[src/rtl/au_pkg.sv]
// au_pkg -- shared definitions for the arithmetic-unit issuer.
//   au_op_e    : ALU opcode encoding (ADD, SUB, MULT, DIV)
//   au_state_e : issuer FSM states (IDLE, WAIT, RESP)
//   DEF_LAT_*  : default arithmetic-unit latencies in cycles
//   lat_max3() : largest of three latencies, used to size the wait counter
package au_pkg;

    typedef enum logic [1:0] {
        OP_ADD  = 2'b00,
        OP_SUB  = 2'b01,
        OP_MULT = 2'b10,
        OP_DIV  = 2'b11
    } au_op_e;

    typedef enum logic [1:0] {
        ST_IDLE = 2'b00,
        ST_WAIT = 2'b01,
        ST_RESP = 2'b10
    } au_state_e;

    localparam int unsigned DEF_LAT_ADDSUB = 1;
    localparam int unsigned DEF_LAT_MULT   = 32;
    localparam int unsigned DEF_LAT_DIV    = 32;

    function automatic int unsigned lat_max3(input int unsigned a,
                                             input int unsigned b,
                                             input int unsigned c);
        int unsigned m;
        m = a;
        if (b > m) m = b;
        if (c > m) m = c;
        return m;
    endfunction

endpackage

[src/rtl/au_issuer_if.sv]
// au_issuer_if -- bundles the request, arithmetic-unit, response and status
// signals of the issuer.
//   slave  : the issuer's view (consumes requests and AU results, produces
//            AU operands, responses and busy)
//   master : the surrounding system's view (requester, AU and consumer)
interface au_issuer_if;
    logic        req_valid;
    logic        req_ready;
    logic [1:0]  req_op;
    logic [31:0] req_a;
    logic [31:0] req_b;

    logic [31:0] au_a;
    logic [31:0] au_b;
    logic [1:0]  au_op;
    logic [31:0] au_s;
    logic [31:0] au_hi;
    logic [31:0] au_lo;

    logic        rsp_valid;
    logic        rsp_ready;
    logic [1:0]  rsp_op;
    logic [31:0] rsp_hi;
    logic [31:0] rsp_lo;
    logic        rsp_zero;
    logic        rsp_divzero;

    logic        busy;

    modport slave (
        input  req_valid, req_op, req_a, req_b,
        output req_ready,
        output au_a, au_b, au_op,
        input  au_s, au_hi, au_lo,
        output rsp_valid, rsp_op, rsp_hi, rsp_lo, rsp_zero, rsp_divzero,
        input  rsp_ready,
        output busy
    );

    modport master (
        output req_valid, req_op, req_a, req_b,
        input  req_ready,
        input  au_a, au_b, au_op,
        output au_s, au_hi, au_lo,
        input  rsp_valid, rsp_op, rsp_hi, rsp_lo, rsp_zero, rsp_divzero,
        output rsp_ready,
        input  busy
    );
endinterface

[src/rtl/au_wait_counter.sv]
// au_wait_counter -- loadable down-counter that times the arithmetic unit.
//   clk, rst : clock and synchronous active-high reset
//   load     : load 'value' this cycle (takes priority over counting)
//   value    : cycles remaining minus one for the operation just issued
//   done     : counter is at zero
// The counter decrements whenever it is non-zero and rests at zero, so it
// only moves while an operation is outstanding.
module au_wait_counter #(
    parameter int unsigned W = 6
) (
    input  logic         clk,
    input  logic         rst,
    input  logic         load,
    input  logic [W-1:0] value,
    output logic         done
);

    logic [W-1:0] count_q;
    logic [W-1:0] count_d;

    always_comb begin
        count_d = count_q;
        if (load) begin
            count_d = value;
        end else if (count_q != '0) begin
            count_d = count_q - 1'b1;
        end
    end

    always_ff @(posedge clk) begin
        if (rst) begin
            count_q <= '0;
        end else begin
            count_q <= count_d;
        end
    end

    assign done = (count_q == '0);

endmodule

[src/rtl/au_issuer.sv]
// au_issuer -- issues one request at a time to a fixed-latency arithmetic
// unit and returns the captured result through a valid/ready response.
//   clk, rst : clock and synchronous active-high reset
//   bus      : au_issuer_if.slave
//     req_*  : request handshake (op, unsigned operands a/b)
//     au_*   : operands/opcode driven to the AU, results read back
//     rsp_*  : response handshake (op, hi/lo result, zero and div-by-zero flags)
//     busy   : FSM is not IDLE
// A DIV with b=0 never reaches the AU: it is answered directly with
// hi=a, lo=all-ones and the divzero flag, and the AU operands are left alone.
module au_issuer
    import au_pkg::*;
#(
    parameter int unsigned LAT_ADDSUB = DEF_LAT_ADDSUB,
    parameter int unsigned LAT_MULT   = DEF_LAT_MULT,
    parameter int unsigned LAT_DIV    = DEF_LAT_DIV
) (
    input  logic       clk,
    input  logic       rst,
    au_issuer_if.slave bus
);

    localparam int unsigned LAT_MAX = lat_max3(LAT_ADDSUB, LAT_MULT, LAT_DIV);
    localparam int unsigned CNT_W   = $clog2(LAT_MAX) + 1;

    // A zero latency would require capturing in the accept cycle itself.
    if (LAT_ADDSUB < 1 || LAT_MULT < 1 || LAT_DIV < 1) begin : g_lat_check
        $error("au_issuer: every latency parameter must be at least 1");
    end

    au_state_e   state_q, state_d;

    logic        accept;
    logic        div_by_zero;
    logic        capture;
    logic        cnt_load;
    logic        cnt_done;
    logic [CNT_W-1:0] cnt_value;

    logic [31:0] au_a_q, au_a_d;
    logic [31:0] au_b_q, au_b_d;
    au_op_e      au_op_q, au_op_d;

    logic [1:0]  rsp_op_q, rsp_op_d;
    logic [31:0] rsp_hi_q, rsp_hi_d;
    logic [31:0] rsp_lo_q, rsp_lo_d;
    logic        rsp_zero_q, rsp_zero_d;
    logic        rsp_divzero_q, rsp_divzero_d;

    logic [31:0] cap_hi;
    logic [31:0] cap_lo;

    always_comb begin
        div_by_zero = (au_op_e'(bus.req_op) == OP_DIV) && (bus.req_b == '0);
        accept      = bus.req_valid && (state_q == ST_IDLE);
    end

    // ---------------- FSM: state register ----------------
    always_ff @(posedge clk) begin
        if (rst) begin
            state_q <= ST_IDLE;
        end else begin
            state_q <= state_d;
        end
    end

    // ---------------- FSM: next state ----------------
    always_comb begin
        state_d = state_q;
        case (state_q)
            ST_IDLE: begin
                if (accept) begin
                    state_d = div_by_zero ? ST_RESP : ST_WAIT;
                end
            end
            ST_WAIT: begin
                if (cnt_done) begin
                    state_d = ST_RESP;
                end
            end
            ST_RESP: begin
                if (bus.rsp_ready) begin
                    state_d = ST_IDLE;
                end
            end
            default: state_d = ST_IDLE;
        endcase
    end

    // ---------------- FSM: outputs ----------------
    always_comb begin
        bus.req_ready = (state_q == ST_IDLE);
        bus.rsp_valid = (state_q == ST_RESP);
        bus.busy      = (state_q != ST_IDLE);
        cnt_load      = accept && !div_by_zero;
        capture       = (state_q == ST_WAIT) && cnt_done;
    end

    // Counter is loaded with LAT-1 so that, counting the WAIT cycle in which
    // it reads zero, capture lands exactly LAT edges after the accept edge.
    always_comb begin
        case (au_op_e'(bus.req_op))
            OP_ADD, OP_SUB: cnt_value = CNT_W'(LAT_ADDSUB - 1);
            OP_MULT:        cnt_value = CNT_W'(LAT_MULT - 1);
            default:        cnt_value = CNT_W'(LAT_DIV - 1);
        endcase
    end

    au_wait_counter #(
        .W (CNT_W)
    ) u_wait_counter (
        .clk   (clk),
        .rst   (rst),
        .load  (cnt_load),
        .value (cnt_value),
        .done  (cnt_done)
    );

    // Result selection: add/sub produce a single word in lo.
    always_comb begin
        if (au_op_q == OP_ADD || au_op_q == OP_SUB) begin
            cap_hi = '0;
            cap_lo = bus.au_s;
        end else begin
            cap_hi = bus.au_hi;
            cap_lo = bus.au_lo;
        end
    end

    always_comb begin
        au_a_d        = au_a_q;
        au_b_d        = au_b_q;
        au_op_d       = au_op_q;
        rsp_op_d      = rsp_op_q;
        rsp_hi_d      = rsp_hi_q;
        rsp_lo_d      = rsp_lo_q;
        rsp_zero_d    = rsp_zero_q;
        rsp_divzero_d = rsp_divzero_q;

        if (accept && div_by_zero) begin
            rsp_op_d      = bus.req_op;
            rsp_hi_d      = bus.req_a;
            rsp_lo_d      = 32'hFFFF_FFFF;
            rsp_zero_d    = 1'b0;
            rsp_divzero_d = 1'b1;
        end else if (accept) begin
            au_a_d  = bus.req_a;
            au_b_d  = bus.req_b;
            au_op_d = au_op_e'(bus.req_op);
        end

        if (capture) begin
            rsp_op_d      = au_op_q;
            rsp_hi_d      = cap_hi;
            rsp_lo_d      = cap_lo;
            rsp_zero_d    = (cap_hi == '0) && (cap_lo == '0);
            rsp_divzero_d = 1'b0;
        end
    end

    always_ff @(posedge clk) begin
        if (rst) begin
            au_a_q        <= '0;
            au_b_q        <= '0;
            au_op_q       <= OP_ADD;
            rsp_op_q      <= '0;
            rsp_hi_q      <= '0;
            rsp_lo_q      <= '0;
            rsp_zero_q    <= 1'b0;
            rsp_divzero_q <= 1'b0;
        end else begin
            au_a_q        <= au_a_d;
            au_b_q        <= au_b_d;
            au_op_q       <= au_op_d;
            rsp_op_q      <= rsp_op_d;
            rsp_hi_q      <= rsp_hi_d;
            rsp_lo_q      <= rsp_lo_d;
            rsp_zero_q    <= rsp_zero_d;
            rsp_divzero_q <= rsp_divzero_d;
        end
    end

    assign bus.au_a        = au_a_q;
    assign bus.au_b        = au_b_q;
    assign bus.au_op       = au_op_q;
    assign bus.rsp_op      = rsp_op_q;
    assign bus.rsp_hi      = rsp_hi_q;
    assign bus.rsp_lo      = rsp_lo_q;
    assign bus.rsp_zero    = rsp_zero_q;
    assign bus.rsp_divzero = rsp_divzero_q;

endmodule
[src/flat_wrapper.sv]
// flat-port wrapper written by rule: the top's interface ports become plain ports
module au_issuer_flat import au_pkg::*;
#(
    parameter int unsigned LAT_ADDSUB = DEF_LAT_ADDSUB,
    parameter int unsigned LAT_MULT   = DEF_LAT_MULT,
    parameter int unsigned LAT_DIV    = DEF_LAT_DIV
)
  (clk, rst, bus_req_valid, bus_req_op, bus_req_a, bus_req_b, bus_req_ready, bus_au_a, bus_au_b, bus_au_op, bus_au_s, bus_au_hi, bus_au_lo, bus_rsp_valid, bus_rsp_op, bus_rsp_hi, bus_rsp_lo, bus_rsp_zero, bus_rsp_divzero, bus_rsp_ready, bus_busy);
  au_issuer_if bus_i ();
  input  logic clk;
  input  logic rst;
  input wire logic [$bits(bus_i.req_valid)-1:0] bus_req_valid;
  input wire logic [$bits(bus_i.req_op)-1:0] bus_req_op;
  input wire logic [$bits(bus_i.req_a)-1:0] bus_req_a;
  input wire logic [$bits(bus_i.req_b)-1:0] bus_req_b;
  output wire logic [$bits(bus_i.req_ready)-1:0] bus_req_ready;
  output wire logic [$bits(bus_i.au_a)-1:0] bus_au_a;
  output wire logic [$bits(bus_i.au_b)-1:0] bus_au_b;
  output wire logic [$bits(bus_i.au_op)-1:0] bus_au_op;
  input wire logic [$bits(bus_i.au_s)-1:0] bus_au_s;
  input wire logic [$bits(bus_i.au_hi)-1:0] bus_au_hi;
  input wire logic [$bits(bus_i.au_lo)-1:0] bus_au_lo;
  output wire logic [$bits(bus_i.rsp_valid)-1:0] bus_rsp_valid;
  output wire logic [$bits(bus_i.rsp_op)-1:0] bus_rsp_op;
  output wire logic [$bits(bus_i.rsp_hi)-1:0] bus_rsp_hi;
  output wire logic [$bits(bus_i.rsp_lo)-1:0] bus_rsp_lo;
  output wire logic [$bits(bus_i.rsp_zero)-1:0] bus_rsp_zero;
  output wire logic [$bits(bus_i.rsp_divzero)-1:0] bus_rsp_divzero;
  input wire logic [$bits(bus_i.rsp_ready)-1:0] bus_rsp_ready;
  output wire logic [$bits(bus_i.busy)-1:0] bus_busy;
  assign bus_i.req_valid = bus_req_valid;
  assign bus_i.req_op = bus_req_op;
  assign bus_i.req_a = bus_req_a;
  assign bus_i.req_b = bus_req_b;
  assign bus_req_ready = bus_i.req_ready;
  assign bus_au_a = bus_i.au_a;
  assign bus_au_b = bus_i.au_b;
  assign bus_au_op = bus_i.au_op;
  assign bus_i.au_s = bus_au_s;
  assign bus_i.au_hi = bus_au_hi;
  assign bus_i.au_lo = bus_au_lo;
  assign bus_rsp_valid = bus_i.rsp_valid;
  assign bus_rsp_op = bus_i.rsp_op;
  assign bus_rsp_hi = bus_i.rsp_hi;
  assign bus_rsp_lo = bus_i.rsp_lo;
  assign bus_rsp_zero = bus_i.rsp_zero;
  assign bus_rsp_divzero = bus_i.rsp_divzero;
  assign bus_i.rsp_ready = bus_rsp_ready;
  assign bus_busy = bus_i.busy;
  au_issuer #(.LAT_ADDSUB(LAT_ADDSUB), .LAT_MULT(LAT_MULT), .LAT_DIV(LAT_DIV)) u_core (.clk(clk), .rst(rst), .bus(bus_i));
endmodule
[config.mk]
export PLATFORM = sky130hd
export DESIGN_NAME = au_issuer_flat
export DESIGN_NICKNAME = d
export VERILOG_FILES = /design/src/rtl/au_pkg.sv /design/src/rtl/au_issuer_if.sv /design/src/rtl/au_wait_counter.sv /design/src/rtl/au_issuer.sv /design/src/flat_wrapper.sv
export SDC_FILE = /design/constraint.sdc
export NUM_CORES = 1
export LEC_CHECK = 0
export ABC_AREA = 1
export BUFFER_PORTS_ARGS = -buffer_cell sky130_fd_sc_hd__clkbuf_2
export CAP_MARGIN = 20
export CORE_MARGIN = 1
export CORE_UTILIZATION = 48
export CTS_CLUSTER_DIAMETER = 40
export CTS_CLUSTER_SIZE = 40
export DETAILED_ROUTE_END_ITERATION = 8
export PLACE_DENSITY = 0.81
export SKIP_LAST_GASP = 1
export SLEW_MARGIN = 20
export SYNTH_ARGS = -nofsm -noshare
export SYNTH_HDL_FRONTEND = slang
export SYNTH_SLANG_ARGS = --single-unit
[constraint.sdc]
create_clock -name clk -period 2.2 [get_ports clk]
set_clock_uncertainty 0.2 [all_clocks]
set_input_delay 0.22 -clock clk [delete_from_list [all_inputs] [get_ports clk]]
set_output_delay 0.22 -clock clk [all_outputs]
set_load 0.01 [all_outputs]
== Word-level counts from Yosys, hierarchy flattened ==
Index checks and enable logic that the tools add are counted.
Operators by class
  add/subtract/negate cells: 1
  equality and inequality tests: 8
  mux-type cells: 18
  bitwise gates (word level): 1
  reductions and logical operators: 23
Operators by type and width (number)
  $mux 32: 6
  $logic_not 32->1: 3
  $mux 2: 6
  $mux 6: 2
  $eq 2x1->1 const B: 3
  $logic_and 1x1->1: 6
  $logic_not 2->1: 3
  $logic_not 6->1: 1
  $ne 2x1->1 const B: 3
  $pmux 2 s3: 1
  $reduce_bool 2->1: 3
  $reduce_bool 6->1: 1
  $sub 6x1->6 const B: 1
  $mux 5: 1
  $eq 2x2->1 const B: 2
  $reduce_or 2->1: 2
  $reduce_and 3->1: 1
  $mux 1: 2
  $reduce_and 2->1: 1
  $logic_not 1->1: 1
  $logic_or 1x1->1: 1
  $not 1->1: 1
Storage, ports and cells
  flip-flop bits (word level): 142
  bits of input ports: 166
  output and inout bits: 137

== Longest topological paths before layout ==
Gate-level depths: netlist (run 1).
  depth in word-level cells: 6
  gate-level depth with buffers: 12

== Cells and area by module ==
Synthesis (run 1) repeated with hierarchy kept, for this count alone.
Unflattened totals
  cell total of the unflattened synthesis: 1155
  area, all modules: 7198.2 sq um
By module, submodules not included
  au_issuer: instances 1, cells an instance 1094, area each 6795.3 sq um, sequential area each 2722.6 sq um
  au_wait_counter: instances 1, cells an instance 61, area each 402.9 sq um, sequential area each 120.1 sq um

== Worst setup path before layout (run 1) ==
No wires, ideal clock.
  path type: flip-flop to flip-flop
  start point: register u_core.u_wait_counter.count_q[0]
  end point: register u_core.rsp_hi_q[0], in the netlist u_core.bus.rsp_hi[0]
  setup time: 0.112 ns
  arrival: 1.376 ns
  required time: 1.888 ns
  slack: 0.512 ns
  stages on the path, launching flop included: 11
  buffers on the path: 1
  cell sequence: dfxtp_1 > inv_1 > ha_1 > nand4_4 > nor2_4 > inv_2 > clkbuf_1 > nand2_1 > o21ai_0 > nor2_1 > nor2_1
On the way
  longest elaborated chain between the ends: 3
  elaborated cells between the ends (all ways): 4
  those cells by class: mux (1); reduce/logical (3)
Ends and longest elaborated chain
  start: declaration: RTL line au_wait_counter.sv:18  | logic [W-1:0] count_q;
  start signal: assignment: RTL line au_wait_counter.sv:34  | count_q <= count_d;
  $logic_not 6->1 *: RTL line au_wait_counter.sv:38  | assign done = (count_q == '0);
  $logic_and 1x1->1 *: RTL line au_issuer.sv:96  | capture = (state_q == ST_WAIT) && cnt_done;
  $mux 32 or $reduce_bool 2->1 (tied branches)
  end signal: assignment: RTL line au_issuer.sv:176  | rsp_hi_q <= rsp_hi_d;
  end: declaration: RTL line au_issuer.sv:45  | logic [31:0] rsp_hi_q, rsp_hi_d;
Mark *: on every way between the ends. The rest lies on a longest branch, timed or not.
A chain may end at the register's enable or synchronous reset.

== Worst setup path after layout (run 1) ==
  start point: input port bus_req_b[17]
  end point: register u_core.au_b_q[16], in the netlist u_core.bus.au_b[16]
On the way
  longest elaborated chain between the ends: 5
Ends and longest elaborated chain
  start: declaration: RTL line flat_wrapper.sv:15  | input wire logic [$bits(bus_i.req_b)-1:0] bus_req_b;
  $logic_not 32->1: RTL line au_issuer.sv:54  | div_by_zero = (au_op_e'(bus.req_op) == OP_DIV) && (bus.req_b == '0);
  $logic_and 1x1->1: RTL line au_issuer.sv:54
  $logic_and 1x1->1: RTL line au_issuer.sv:140  | if (accept && div_by_zero) begin
  $not 1->1 (no source line)
  $reduce_and 2->1 (no source line)
  end signal: assignment: RTL line au_issuer.sv:173  | au_b_q <= au_b_d;
  end: declaration: RTL line au_issuer.sv:41  | logic [31:0] au_b_q, au_b_d;
Every way passes these cells.

==> results of run 1 <==
[routing by layer]
layer  global-route usage [%]  up-vias  part of all wire, %
li1                         -     3952                    -
met1                     34.8     3514                   40
met2                     49.6      399                   47
met3                     8.35       77                  9.3
met4                     14.6        0                  3.9
met5                        0        -                    0
[power by group through the flow]
stage,combinational [uW],sequential [uW],clock (uW)
floorplan,2280,3810,0
global placement,3610,3560,0
detailed placement,3660,3580,0
CTS,3780,3540,3040
global route,4270,3630,3180
finish,3820,3550,3010
[worst max path at each step]
| stage | from | end | slack [ns] | cells past startpoint |
|---|---|---|---|---|
| 2_1_floorplan | u_core.u_wait_counter.count_q[0]$_SDFFE_PP0P_ | u_core.bus.rsp_hi[0]$_SDFFE_PP0P_ | 0.51 | 10 |
| 3_3_place_gp | u_core.u_wait_counter.count_q[0]$_SDFFE_PP0P_ | u_core.bus.rsp_hi[23]$_SDFFE_PP0P_ | 0.29 | 9 |
| 3_5_place_dp | u_core.u_wait_counter.count_q[0]$_SDFFE_PP0P_ | u_core.bus.rsp_hi[24]$_SDFFE_PP0P_ | 0.23 | 9 |
| 4_1_cts | bus_req_b[16] | u_core.bus.rsp_hi[16]$_SDFFE_PP0P_ | 0.16 | 11 |
| 5_1_grt | bus_req_b[17] | u_core.bus.au_b[26]$_SDFFE_PP0P_ | 0.04 | 12 |
| 6_report | bus_req_b[17] | u_core.bus.au_b[16]$_SDFFE_PP0P_ | 0.09 | 11 |
[layout make-up]
cell class,instances,area [um2]
Clock buffer,23,489
Clock inverter,9,130
Fill cell,1141,4240
Inverter,123,465
Multi-Input combinational cell,738,3290
Sequential cell,142,2850
Tap cell,180,225
Timing Repair Buffer,387,2410
[through the flow]
step	std cells	cell area, um2	setup WS [ns]
after floorplan	1066	7030	0.512
after global placement	1502	8540	0.286
after detailed placement	1502	8540	0.229
after CTS	1602	9840	0.162
after global routing	1602	9860	0.0402
final	1602	9860	0.0877
[flip-flops by register name, summed over array words and instances (netlist names)]
| signal | cells |
|---|---|
| u_core.bus.rsp_zero | 1 |
| u_core.state_q | 2 |
| u_core.u_wait_counter.count_q | 6 |
| u_core.bus.au_b | 32 |
| u_core.bus.rsp_lo | 32 |
| u_core.bus.rsp_divzero | 1 |
| u_core.bus.rsp_hi | 32 |
| u_core.bus.au_a | 32 |
| u_core.bus.rsp_op | 2 |
| u_core.bus.au_op | 2 |
[worst max-delay path, stage by stage]
cell and delay, ns:
dlygate4sd3_1 0.54, clkbuf_2 0.15, nor2_1 0.09, and2_1 0.16, nand2_1 0.08, nor2_2 0.17, nand3_2 0.11, nand2_2 0.15
buf_4 0.20, o21ai_0 0.21, nor2_1 0.16
[cells in the final DEF, fill, tap and decap left out, drive strengths merged, types with 3 or more instances in the layout]
master       count
a21oi           10
buf             17
bufinv           3
clkbuf         325
clkinv           5
dfxtp          142
dlygate4sd3     68
inv            123
nand2          268
nand3           43
nor2           248
o21ai          126
o21bai          32
[cells by family (layout without fill, tap and decap cells)]
group	Yosys count	count (layout)
compound gates	170	170
xor+xnor	3	3
fa+ha+maj	2	2
buf+inv	186	542
flops	142	142
simple gates	563	563
[cells in the mapped netlist, types with 3 or more instances]
library cell | number | area [um2]
a21oi_1 | 9 | 45.0
dfxtp_1 | 142 | 2840
o21ai_0 | 95 | 475
nor2_2 | 5 | 31.3
nor2_1 | 242 | 908
inv_1 | 118 | 443
nand3_2 | 12 | 120
nand3_1 | 31 | 155
buf_4 | 3 | 22.5
nand2_1 | 266 | 998
o21bai_1 | 32 | 240
inv_2 | 4 | 15.0
clkbuf_1 | 22 | 82.6
buf_2 | 12 | 60.1
o21ai_1 | 31 | 155
buf_6 | 23 | 259
[timing repair]
item	in CTS	in global routing
resized for setup	0	5
hold buffers	68	0
buffers inserted	0	0
setup endpoints to repair	0	43
endpoints found under the hold margin	101	0
==> metrics.txt, run 1 <==
outcome finished clean; Final setup viols 0; first-pass GRT wire length roughly 35 mm; worst hold margin ~0.023 ns; Core Util, Final a little over two thirds; Final Hold Fails 0; Compound-Gate Fraction of Synth Area about an eighth; Worst Tran Pin Value about 0.53 ns; Final min period between 2 and 2.5 ns; Int Power 6620 uW; Max Clk Rate 0.473 GHz; die area between 0.015 and 0.02 mm2; CTS Sinks around 140; Site Rows between 40 and 50; Net Sw Power between 3000 and 4000 uW; vias in the first global route 7229; Num CTS Buffers 17; pwr dens 1050 mW/mm2; via count 7942; TNS Setup 0 ns; #FFs+latches synth 142; DRT Wirelength 22.6 mm; post-synthesis adder-cell area fraction less than 1%; count of input and output buffers 302; Avg Inst Size Synth about 6.6 um2; ANT nets after route 0; main combinational cell family by area after synthesis simple AND/OR/NAND/NOR gates; CP max FO 12; Critical Path AT 2.26 ns; worst skew pair latency 0.42 ns; Residual DRC 0; reg2reg end u_core.bus.rsp_hi[21]$_SDFFE_PP0P_; first-pass detailed-route iteration total 5; reg-to-reg setup timing slack 0.25 ns; antenna violations before repair 0; clk root buf clkbuf_16; Reg2Reg Depth 10; layout cell share with drive strength beyond 1 between 20% and 30%; clock share of power between 20 and 30%; routability cong. slightly above 0.8; GRT Residual Overflow 0; Hold Path Stages 5; CORE AREA between 0.01 and 0.015 mm2; routed len/inst about 14 um; Top Ports 303; number of flops mapped to enable cells by yosys 0; CP Capture Type register; nets about 1600; YS warnings 0; largest net degree at the start of global routing 80; post-synthesis sequential area ratio 40.4%; Reg2Reg Launch Point u_core.u_wait_counter.count_q[0]$_SDFFE_PP0P_; relative slew slack between 60 and 70%; RSZ-0062 raised after global routing false; Die Ht around 120 um; CP Class primary input to register; H-tree depth 4; max capacitance violation total 0; cell count after synthesis between 1000 and 1500; Total Power 10400 uW; hold wc startpoint bus_au_hi[21]; Hold Path End u_core.bus.rsp_hi[21]$_SDFFE_PP0P_; Die X around 120 um; Overall Global Routing Usage between 20% and 30%; Post-Synth XOR/XNOR Area less than 1%; hpwl dp around 15 mm; Slew Limit Fails 0; Critical Path Start Type primary input; WP data required between 2 and 2.5 ns; Leak Pwr about 0.0055 uW; worst min path class primary input to register; Tcrit/Tclk final 96.0%; Synth Flop Type dfxtp_1; DRT iter0 DRCs approximately 560; initial cell density of the core 49.9%; Logic pwr share between 30% and 40%; area added between synthesis and finish 40.1%; asr flop ratio synth 0%; Peak VDD IR 0.624 mV; diode count 0; clk slew on worst S/H paths ~0.060 ns; worst-case clock buffer depth 2; post-synth cell types 29; post-synthesis mux area share 0%; CTS tree built; Via density between 4 and 5; part of the power in registers 34.2%; sw frac between 30% and 40%; post-synth net total ~1200; post-synthesis cell area 0.00703 mm2; Synth Area in Simple Gates about a third
(Power assumes the default switching activity.)
==> inputs of run 2 (changes only) <==
--- a/config.mk
+++ b/config.mk
@@ -5,15 +5,15 @@
 export SDC_FILE = /design/constraint.sdc
 export NUM_CORES = 1
 export LEC_CHECK = 0
-export ABC_AREA = 1
+export ABC_AREA = 0
 export BUFFER_PORTS_ARGS = -buffer_cell sky130_fd_sc_hd__clkbuf_2
 export CAP_MARGIN = 20
-export CORE_MARGIN = 1
-export CORE_UTILIZATION = 48
+export CORE_AREA = 2 2 117 119
 export CTS_CLUSTER_DIAMETER = 40
 export CTS_CLUSTER_SIZE = 40
 export DETAILED_ROUTE_END_ITERATION = 8
-export PLACE_DENSITY = 0.81
+export DIE_AREA = 0 0 119 121
+export PLACE_DENSITY = 0.84
 export SKIP_LAST_GASP = 1
 export SLEW_MARGIN = 20
 export SYNTH_ARGS = -nofsm -noshare
==> constraint.sdc (replaced) <==
create_clock -name clk -period 2.5 [get_ports clk]
set_clock_uncertainty 0.2 [all_clocks]
set_input_delay 0.25 -clock clk [delete_from_list [all_inputs] [get_ports clk]]
set_output_delay 0.25 -clock clk [all_outputs]
set_load 0.01 [all_outputs]
==> run 2 against run 1 <==
  * Non-clock buffer count rose by 24
  * Core utilization rose by 3.3 points
  * Flip-flop and latch count did not move
  * First-iteration DRC count rose by 34%
  * Highest routed layer unchanged
==> metrics.txt, run 2 <==
post-synth net total 938 (-24%); CP delay by family, top simple AND/OR/NAND/NOR gates; Net Sw Power 2860 uW (-24%); DP Worst Slack -0.105 ns (-0.335 ns); routed len/inst 18.3 um (+29%); slowest CP cell or4_4; initial cell density of the core 49.0% (-0.93 points); Critical Path AT 2.48 ns (+0.22 ns); Via density 5.68 (+15%); CP Capture Type register; part of the power in registers 36.0% (+1.8 points); CTS Sinks 142 (unchanged); worst min path class primary input to register; DRT Wirelength 24.2 mm (+6.7%); Buf/Inv on CP 2 (-1); Site Rows 42 (-2.3%); area added between synthesis and finish 49.6%; Largest stage delay, worst path 0.62 ns (+0.08 ns); Critical Path Start Type primary input; Peak VDD IR 0.582 mV (-6.8%); via count 7500 (-5.6%); most frequent cells in the layout 301 x clkbuf_2, 170 x nand2_1, 141 x dfxtp_1; CP max FO 30 (+18); clk root buf clkbuf_16; vias in the first global route 7251 (+0.30%); CORE AREA 0.0131 mm2 (-7.2%); pwr dens 857 mW/mm2 (-19%); relative slew slack 57.8% (-6.4 points); RSZ-0062 raised after global routing false; number of flops mapped to enable cells by yosys 0 (unchanged); diode count 0 (unchanged); routability cong. 0.866 (+5.1%); outcome finished clean; worst-case clock buffer depth 2 (unchanged); Worst Slack Setup Final 0.152 ns (+0.0645 ns); Int Power 5350 uW (-19%); Die Ht 121 um (-1.7%); Top Ports 303 (unchanged); Total Power 8210 uW (-21%); post-synthesis sequential area ratio 44.4% (+3.9 points); sw frac 34.8% (-1.4 points); Worst Tran Pin Value 0.634 ns (+0.101 ns); Leak Pwr 0.00412 uW (-26%); CP Class primary input to register; Synth area leader dfxtp_1; commonest cells in the netlist 170 x nand2_1, 142 x dfxtp_1, 100 x a21oi_1; H-tree depth 4 (unchanged); Synth area leaders dfxtp_1 44%, nand2_1 10%, a21oi_1 7.8%, a221oi_2 6.8%, nand3_1 5.4%; count of input and output buffers 302 (unchanged); first-pass detailed-route iteration total 5 (unchanged); Die X 119 um (-3.3%); #FFs+latches synth 142 (unchanged); CTS tree built; DRT iter0 DRCs 755 (+34%); Final min period between 2 and 2.5 ns; Synth Flop Type dfxtp_1; Num CTS Buffers 17 (unchanged); critical path cell sequence dlygate4sd3_1 > clkbuf_2 > nor2_1 > nand2_1 > or4_4 > and2_4 > a221oi_2; clk slew on worst S/H paths 0.06 ns (about the same); Area after DPL 0.00814 mm2 (-4.7%); WP data required 2.64 ns (+0.30 ns); nets 1299 (-18%); Final Hold Fails 0 (unchanged); design area 0.00959 mm2 (-2.7%); Avg Inst Size Synth 8.32 um2 (+26%); clock share of power 29.7% (+0.7 points); die area 0.0144 mm2 (-4.9%); Tcrit/Tclk final 93.9%; worst skew pair latency 0.42 ns (about the same); Max Clk Rate between 0.4 and 0.5 GHz; GRT Residual Overflow 0 (unchanged); layout cell share with drive strength beyond 1 34.4% (+7.8 points); post-synthesis cell area 0.00641 mm2 (-8.9%); YS warnings 0 (unchanged); asr flop ratio synth 0% (unchanged); hpwl dp 15.0 mm (+1.2%); largest net degree at the start of global routing 98 (+23%); most common cell in the netlist nand2_1; share of the synthesized area in the top cell type 44.4% (+3.9 points); cell count after synthesis 770 (-28%); post-synth cell types 39 (+34%); ANT nets after route 0 (unchanged); Fill cells 878 (-23%); Final setup viols 0 (unchanged); Overall Global Routing Usage 32.0% (+2.4 points); first-pass GRT wire length 36.5 mm (+4.7%); most common cell after layout, fill and taps aside clkbuf_2; Residual DRC 0 (unchanged); antenna violations before repair 0 (unchanged); max capacitance violation total 0 (unchanged); Slew Limit Fails 0 (unchanged); Logic pwr share 34.3% (-2.5 points)
-- run 2: what timing repair did --
item	CTS	global route
endpoints found under the setup margin	0	27
setup buffers	0	0
resized for setup	0	1
endpoints found under the hold margin	102	0
hold buffers	84	0
-- run 2: kinds of logic after synthesis --
family | Yosys count | share of synthesized area (%)
xor+xnor | 5 | 0.683
mux | 32 | 5.00
fa+ha+maj | 2 | 0.390
flops | 142 | 44.4
simple gates | 305 | 21.6
compound gates | 182 | 21.4
buf+inv | 102 | 6.56
-- run 2: worst register-to-register path: stages (launching register included) --
cell and delay [ns]:
dfxtp_1 0.31, inv_1 0.11, ha_1 0.20, nor3b_1 0.26, and3_4 0.61, buf_4 0.27, nand4_1 0.10, o21ai_0 0.21
-- run 2: power groups by stage --
stage	logic, uW	registers (uW)	clock network (uW)
after CTS	2760	2940	2460
after floorplan	1520	3110	0
after global placement	2580	2960	0
after detailed placement	2630	2980	0
final	2820	2950	2440
after global routing	3040	3000	2570
-- run 2: layer usage --
metal	vias to the layer above	wire, um	track usage, %
met1	3424	9150	38.2
met2	520	11600	53.1
li1	3457	-	-
met4	0	1120	17.0
met3	99	2330	8.46
met5	-	0	0
-- run 2: worst paths after layout --
kind,startpoint,end,slack (ns),depth (start not counted)
min,bus_au_hi[5],u_core.bus.rsp_hi[5]$_SDFFE_PP0P_,0.01,4
max reg2reg,u_core.u_wait_counter.count_q[0]$_SDFFE_PP0P_,u_core.bus.rsp_zero$_SDFFE_PP0P_,0.17,7
min reg2reg,u_core.bus.au_a[19]$_SDFFE_PP0P_,u_core.bus.au_a[19]$_SDFFE_PP0P_,0.25,2
max,bus_req_b[4],u_core.bus.rsp_lo[5]$_SDFFE_PP0P_,0.15,7
-- run 2: final cells by class --
| type | instances | area (um2) | share of cell area, % |
|---|---|---|---|
| Clock buffer | 24 | 492 | 5.13 |
| Inverter | 33 | 124 | 1.29 |
| Timing Repair Buffer | 411 | 2640 | 27.5 |
| Multi-Input combinational cell | 526 | 3190 | 33.2 |
| Tap cell | 176 | 220 | 2.30 |
| Clock inverter | 8 | 82.6 | 0.862 |
| Sequential cell | 142 | 2850 | 29.7 |
-- run 2: stage by stage --
step                TNS, ns  std cells  hold slack [ns]  utilization (%)
global route              0       1320          0.00995             73.3
CTS                       0       1319         0.000648             73.0
floorplan                 0        770            0.186                -
global placement      -2.04       1203            0.240             62.2
detailed placement    -3.25       1203            0.247             62.2
finish                    0       1320           0.0136             73.3
